$ cat config.mk
export PLATFORM = sky130hd
export DESIGN_NAME = truth_table_sequencer
export DESIGN_NICKNAME = d
export VERILOG_FILES = /design/src/rtl/truth_table_sequencer.sv
export SDC_FILE = /design/constraint.sdc
export NUM_CORES = 1
export LEC_CHECK = 0
export BUFFER_PORTS_ARGS = -buffer_cell sky130_fd_sc_hd__buf_2
export CAP_MARGIN = 10
export CELL_PAD_IN_SITES_DETAIL_PLACEMENT = 0
export CELL_PAD_IN_SITES_GLOBAL_PLACEMENT = 1
export CORE_MARGIN = 2
export CORE_UTILIZATION = 45
export DETAILED_ROUTE_END_ITERATION = 6
export GPL_ROUTABILITY_DRIVEN = 0
export PLACE_DENSITY = 0.89
export SLEW_MARGIN = 20
export SYNTH_ARGS = -nofsm -noshare
export SYNTH_HDL_FRONTEND = slang
export SYNTH_SLANG_ARGS = --single-unit
$ cat constraint.sdc
create_clock -name clk -period 3.5 [get_ports clk]
set_input_delay 0 -clock clk [delete_from_list [all_inputs] [get_ports clk]]
set_output_delay 0 -clock clk [all_outputs]
set_load 0.01 [all_outputs]
$ cat src/rtl/truth_table_sequencer.sv
// truth_table_sequencer
// Sweeps a 3-input gate network through all eight input vectors {A,B,C}.
// Each vector is held for SETTLE_CYCLES cycles, then f_in is sampled on the
// edge that ends the following SAMPLE cycle. The captured truth table is
// compared bit-by-bit against EXPECTED.
//
// Handshake: start is a level request with no ready. It is accepted on any
// rising edge where the FSM is in IDLE or DONE. While a sweep runs
// (busy=1), start is ignored.
//
// Ports:
//   clk          in   rising-edge clock
//   reset        in   asynchronous, active-high reset
//   start        in   sweep request (sampled in IDLE/DONE only)
//   f_in         in   output of the gate network
//   abc          out  drive to network: abc[2]=A, abc[1]=B, abc[0]=C
//   busy         out  sweep in progress
//   done         out  sweep finished; held until next accepted start/reset
//   truth_table  out  bit i = f_in sampled for vector i
//   fail_count   out  number of mismatching vectors (0..8)
//   first_fail   out  index of first mismatching vector (0 when none)
//   pass         out  done && fail_count==0
//   state_dbg    out  current FSM state (debug)
module truth_table_sequencer #(
  parameter int unsigned SETTLE_CYCLES = 1,
  parameter logic [7:0]  EXPECTED      = 8'h0F
) (
  input  logic       clk,
  input  logic       reset,
  input  logic       start,
  input  logic       f_in,
  output logic [2:0] abc,
  output logic       busy,
  output logic       done,
  output logic [7:0] truth_table,
  output logic [3:0] fail_count,
  output logic [2:0] first_fail,
  output logic       pass,
  output logic [1:0] state_dbg
);

  typedef enum logic [1:0] {
    IDLE   = 2'd0,
    SETTLE = 2'd1,
    SAMPLE = 2'd2,
    DONE   = 2'd3
  } state_t;

  localparam logic [3:0] SETTLE_LAST = 4'(SETTLE_CYCLES - 1);

  state_t     r_state;
  state_t     w_state_next;
  logic [2:0] r_idx;
  logic [3:0] r_cnt;
  logic       r_busy;
  logic       r_done;
  logic [7:0] r_truth_table;
  logic [3:0] r_fail_count;
  logic [2:0] r_first_fail;
  logic       r_pass;

  logic       w_accept;
  logic       w_settle_last;
  logic       w_mismatch;
  logic       w_last_vec;

  always_comb begin
    w_accept      = start && ((r_state == IDLE) || (r_state == DONE));
    w_settle_last = (r_cnt == SETTLE_LAST);
    w_mismatch    = (f_in != EXPECTED[r_idx]);
    w_last_vec    = (r_idx == 3'd7);
  end

  // State register
  always_ff @(posedge clk or posedge reset) begin
    if (reset) r_state <= IDLE;
    else       r_state <= w_state_next;
  end

  // Next-state logic
  always_comb begin
    w_state_next = r_state;
    case (r_state)
      IDLE:   if (w_accept) w_state_next = SETTLE;
      SETTLE: if (w_settle_last) w_state_next = SAMPLE;
      SAMPLE: w_state_next = w_last_vec ? DONE : SETTLE;
      DONE:   if (w_accept) w_state_next = SETTLE;
      default: w_state_next = IDLE;
    endcase
  end

  // Datapath: vector index (which is also the abc drive), settle counter,
  // and result registers.
  always_ff @(posedge clk or posedge reset) begin
    if (reset) begin
      r_idx         <= 3'd0;
      r_cnt         <= 4'd0;
      r_busy        <= 1'b0;
      r_done        <= 1'b0;
      r_truth_table <= 8'd0;
      r_fail_count  <= 4'd0;
      r_first_fail  <= 3'd0;
      r_pass        <= 1'b0;
    end else if (w_accept) begin
      r_idx         <= 3'd0;
      r_cnt         <= 4'd0;
      r_busy        <= 1'b1;
      r_done        <= 1'b0;
      r_truth_table <= 8'd0;
      r_fail_count  <= 4'd0;
      r_first_fail  <= 3'd0;
      r_pass        <= 1'b0;
    end else begin
      case (r_state)
        SETTLE: begin
          r_cnt <= w_settle_last ? 4'd0 : r_cnt + 4'd1;
        end
        SAMPLE: begin
          r_truth_table[r_idx] <= f_in;
          if (w_mismatch) begin
            // Eight vectors at most, so the guard only documents the ceiling.
            if (r_fail_count < 4'd8) r_fail_count <= r_fail_count + 4'd1;
            if (r_fail_count == 4'd0) r_first_fail <= r_idx;
          end
          if (w_last_vec) begin
            // abc stays at 7 through DONE.
            r_busy <= 1'b0;
            r_done <= 1'b1;
            r_pass <= (r_fail_count == 4'd0) && !w_mismatch;
          end else begin
            r_idx <= r_idx + 3'd1;
          end
        end
        default: ;
      endcase
    end
  end

  assign abc         = r_idx;
  assign busy        = r_busy;
  assign done        = r_done;
  assign truth_table = r_truth_table;
  assign fail_count  = r_fail_count;
  assign first_fail  = r_first_fail;
  assign pass        = r_pass & r_done;
  assign state_dbg   = r_state;

endmodule

==> results by group <==
Power and ir drop
  • Power per Cell Area: a little over 600 nW/um^2
  • Leakage: around 0.82 nW
  • Peak VDD IR: 0.000304 V

Timing
  • Fin crit share: 0.553
  • Setup_tns: 0 ps
  • Setup violators final: 0
  • Max_slew headroom: 0.369
  • Final critical-path required period: approximately 1900 ps
  • Final worst slack: 1560 ps
  • Final hold vios: 0
  • Final Hold Slack: roughly 14 ps
  • FMAX: roughly 520 MHz
  • RSZ-0062 raised after global routing: false
  • Least-Margin Pin Slew: about 950 ps
  • Fin Clk Skew: ~1.2 ps
  • Max Slew Vio Count: 0

Layout
  • Nets: about 180
  • Ant. Diodes: 0
  • Share of layout cells above drive strength 1: 0.212
  • Fin cells: 209
  • Layout area overhead: 14.3%

Clocking
  • Clock sink count: 27
  • CTS tree: done
  • Root Buffer: clkbuf_4
  • Post-CTS setup buffers: 0
  • H-tree depth: 1
  • Worst skew pair latency: 310 ps
  • Clock buffer count from CTS: 3
  • Clock slew at reported path FFs: approximately 140 ps
  • Clk buf depth: 2

Logic synthesis
  • Ys flop type: dfrtp_1
  • Synth Instances: around 140
  • Netlist cell types: 32
  • Mapped Area: between 1000 and 1500 sq um
  • Number of synthesized flops with an enable pin: 0
  • Ranking of synthesized cells by area: dfrtp_1 (47%), mux2i_1 (8.4%), ha_1 (7.0%)
  • Syn nets: roughly 150
  • Post-synth top area cell: dfrtp_1
  • Mapped Avg Cell Area: 10.1 sq um
  • Sequential fraction of the synthesis area: 0.472
  • Synthesized flop and latch total: 27
  • Warnings from Yosys: 0
  • Share of the synthesized area in the top cell type: 0.472
  • Asr flop ratio synth: 1.00

Route
  • DRC: 0
  • Routed WL: around 2.6 mm
  • Drt first pass iters: 4
  • Vias: 1085
  • Post-route ant nets: 0
  • Vias per cell: ~5.2
  • First-iteration detailed-routing DRC count: a little over 50
  • Routed WL per cell: ~12 microns

GRT
  • Vias in the first global route: about 1000
  • Largest net degree at the start of global routing: 28
  • Global-route wire length before repair: 4.35 mm
  • Initial antenna violation count: 0
  • Total track usage: 0.156
  • Total gr overflow: 0

Floorplanning
  • Rows: 20
  • Die area: between 3000 and 4000 sq um
  • Initial core utilization: 0.472
  • Core area: approximately 3000 sq um
  • I/O pin count: 27
  • Die H: between 60 and 70 microns
  • Die X: just over 60 microns

Outcome
  • Run status: finished, final reports clean

Placed design
  • DPL Wire Length: about 1.8 mm
  • Placed insts: approximately 200
  • Port buffer count: 26
  • Pre-CTS WS: between 1500 and 2000 ps

Setup path
  • Critical Path AT: roughly 2200 ps
  • Critical path's slowest cell: and2_1
  • Crit-path max FO: 27
  • RR Startpoint: state_dbg[0]
  • Kind of end point of the critical path: flop
  • Worst path cell trace: inv_1 -> ha_1 -> and2_1 -> nor2_1 -> a41o_1
  • Reg2reg end: fail_count[2]
  • Worst path max stage delay: between 700 and 800 ps
  • CP Class: flop to flop
  • R2R setup slack: between 1500 and 2000 ps
  • Worst r2r path cells: 5
  • Critical Path Source Type: flop
  • Crit path capture: fail_count[2]
  • CP startpoint: state_dbg[0]
  • Worst EP required: roughly 3700 ps

Min path
  • Hold Crit Class: primary input to flop

Run
  • Max Cap Violations: 0
-- power by group --
part           switching (mW)  leakage, nW  internal [mW]
registers              0.0707        0.363          0.371
clock network          0.0878       0.0150         0.0445
logic                   0.255        0.445          0.180
total                   0.413        0.823          0.596
-- registers in the layout (all words and copies together) (netlist names) --
name and count:
truth_table 8, fail_count 4, r_cnt 4, abc 3
first_fail 3, state_dbg 2, busy 1, done 1
r_pass 1
-- layout make-up --
type / instances / area [sq um]
Fill cell: 295 / 1390
Multi-Input combinational cell: 97 / 688
Sequential cell: 27 / 676
Timing Repair Buffer: 28 / 155
Tap cell: 44 / 55.1
Inverter: 9 / 33.8
Clock buffer: 4 / 26.3
-- metrics by stage --
step | cell area, sq um | power (mW) | util
6_report | 1630 | 1.01 | 0.540
3_3_place_gp | 1580 | 0.870 | 0.523
2_1_floorplan | 1430 | 0.768 | -
5_1_grt | 1630 | 1.10 | 0.540
4_1_cts | 1620 | 1.02 | 0.535
3_5_place_dp | 1580 | 0.886 | 0.523
-- metal layers --
layer,GRT usage,wire length [microns],vias to the layer above,part of all wire
li1,-,-,536,-
met1,0.200,1220,521,0.48
met3,0.0299,104,2,0.041
met2,0.273,1210,26,0.48
met4,0.0381,10,0,0.0039
met5,0,0,-,0
-- critical path: cells and delay by family (launching register included) --
kind                       cells  cell delay, ps
and+or+nand+nor                2             830
AOI/OAI and AO/OA              1             260
DFF                            1             400
buffers and inverters          1              50
adders and majority gates      1             290
-- layout by cell type, fill, tap and decap left out --
cell           Yosys  layout
dfrtp_1           27      27
buf_2              2      26
nor2_1            16      16
mux2i_1           12      12
a21oi_1           10      10
inv_1              9       8
ha_1               8       8
o21ai_0            7       7
nand2_1            6       6
and4bb_2           4       4
nand3_1            4       4
and2_1             3       3
nor2b_1            3       3
xnor2_1            3       3
nand4b_1           3       3
clkbuf_4           0       3
nand2b_1           2       2
nand4_1            2       2
or3b_2             1       1
xor2_1             1       1
nand4bb_1          1       1
or4_1              1       1
and3_1             1       1
a31oi_1            1       1
a21o_1             1       1
clkinv_1           0       1
o2bb2ai_1          1       1
a311oi_1           1       1
a41o_1             1       1
nor4b_1            1       1
or3_1              1       1
o31ai_1            1       1
a211o_1            1       1
clkbuf_1           6       1
dlygate4sd3_1      0       1
buf_8              0       1
-- synth_stat cells (all sizes together) (3+ instances only) --
master,n
and2,3
o21ai,7
dfrtp,27
nor2b,3
a21oi,10
xnor2,3
mux2i,12
clkbuf,6
nand4b,3
nor2,16
ha,8
nand3,4
and4bb,4
inv,9
nand2,6
-- worst min path at each step --
| stage | startpoint | end | cells after the start |
|---|---|---|---|
| after floorplan | reset | abc[0] | 1 |
| after global placement | reset | truth_table[1] | 2 |
| after detailed placement | reset | truth_table[1] | 2 |
| after CTS | start | state_dbg[0] | 3 |
| after global routing | start | state_dbg[1] | 4 |
| final | start | state_dbg[0] | 3 |
-- cell families after synthesis --
kind of cell | share of synthesized area
AO/OA/AOI/OAI | 0.0997
XOR/XNOR | 0.0245
adder cells (fa/ha/maj) | 0.0700
buffers and inverters | 0.0464
flip-flops | 0.472
multiplexers | 0.0840
AND/OR/NAND/NOR | 0.203
-- timing repair --
action                                 in CTS  in global routing
endpoints found under the hold margin      27                  0
hold buffers                                1                  0
gates resized for setup                     0                  0
Power figures use the tool's default switching activity.
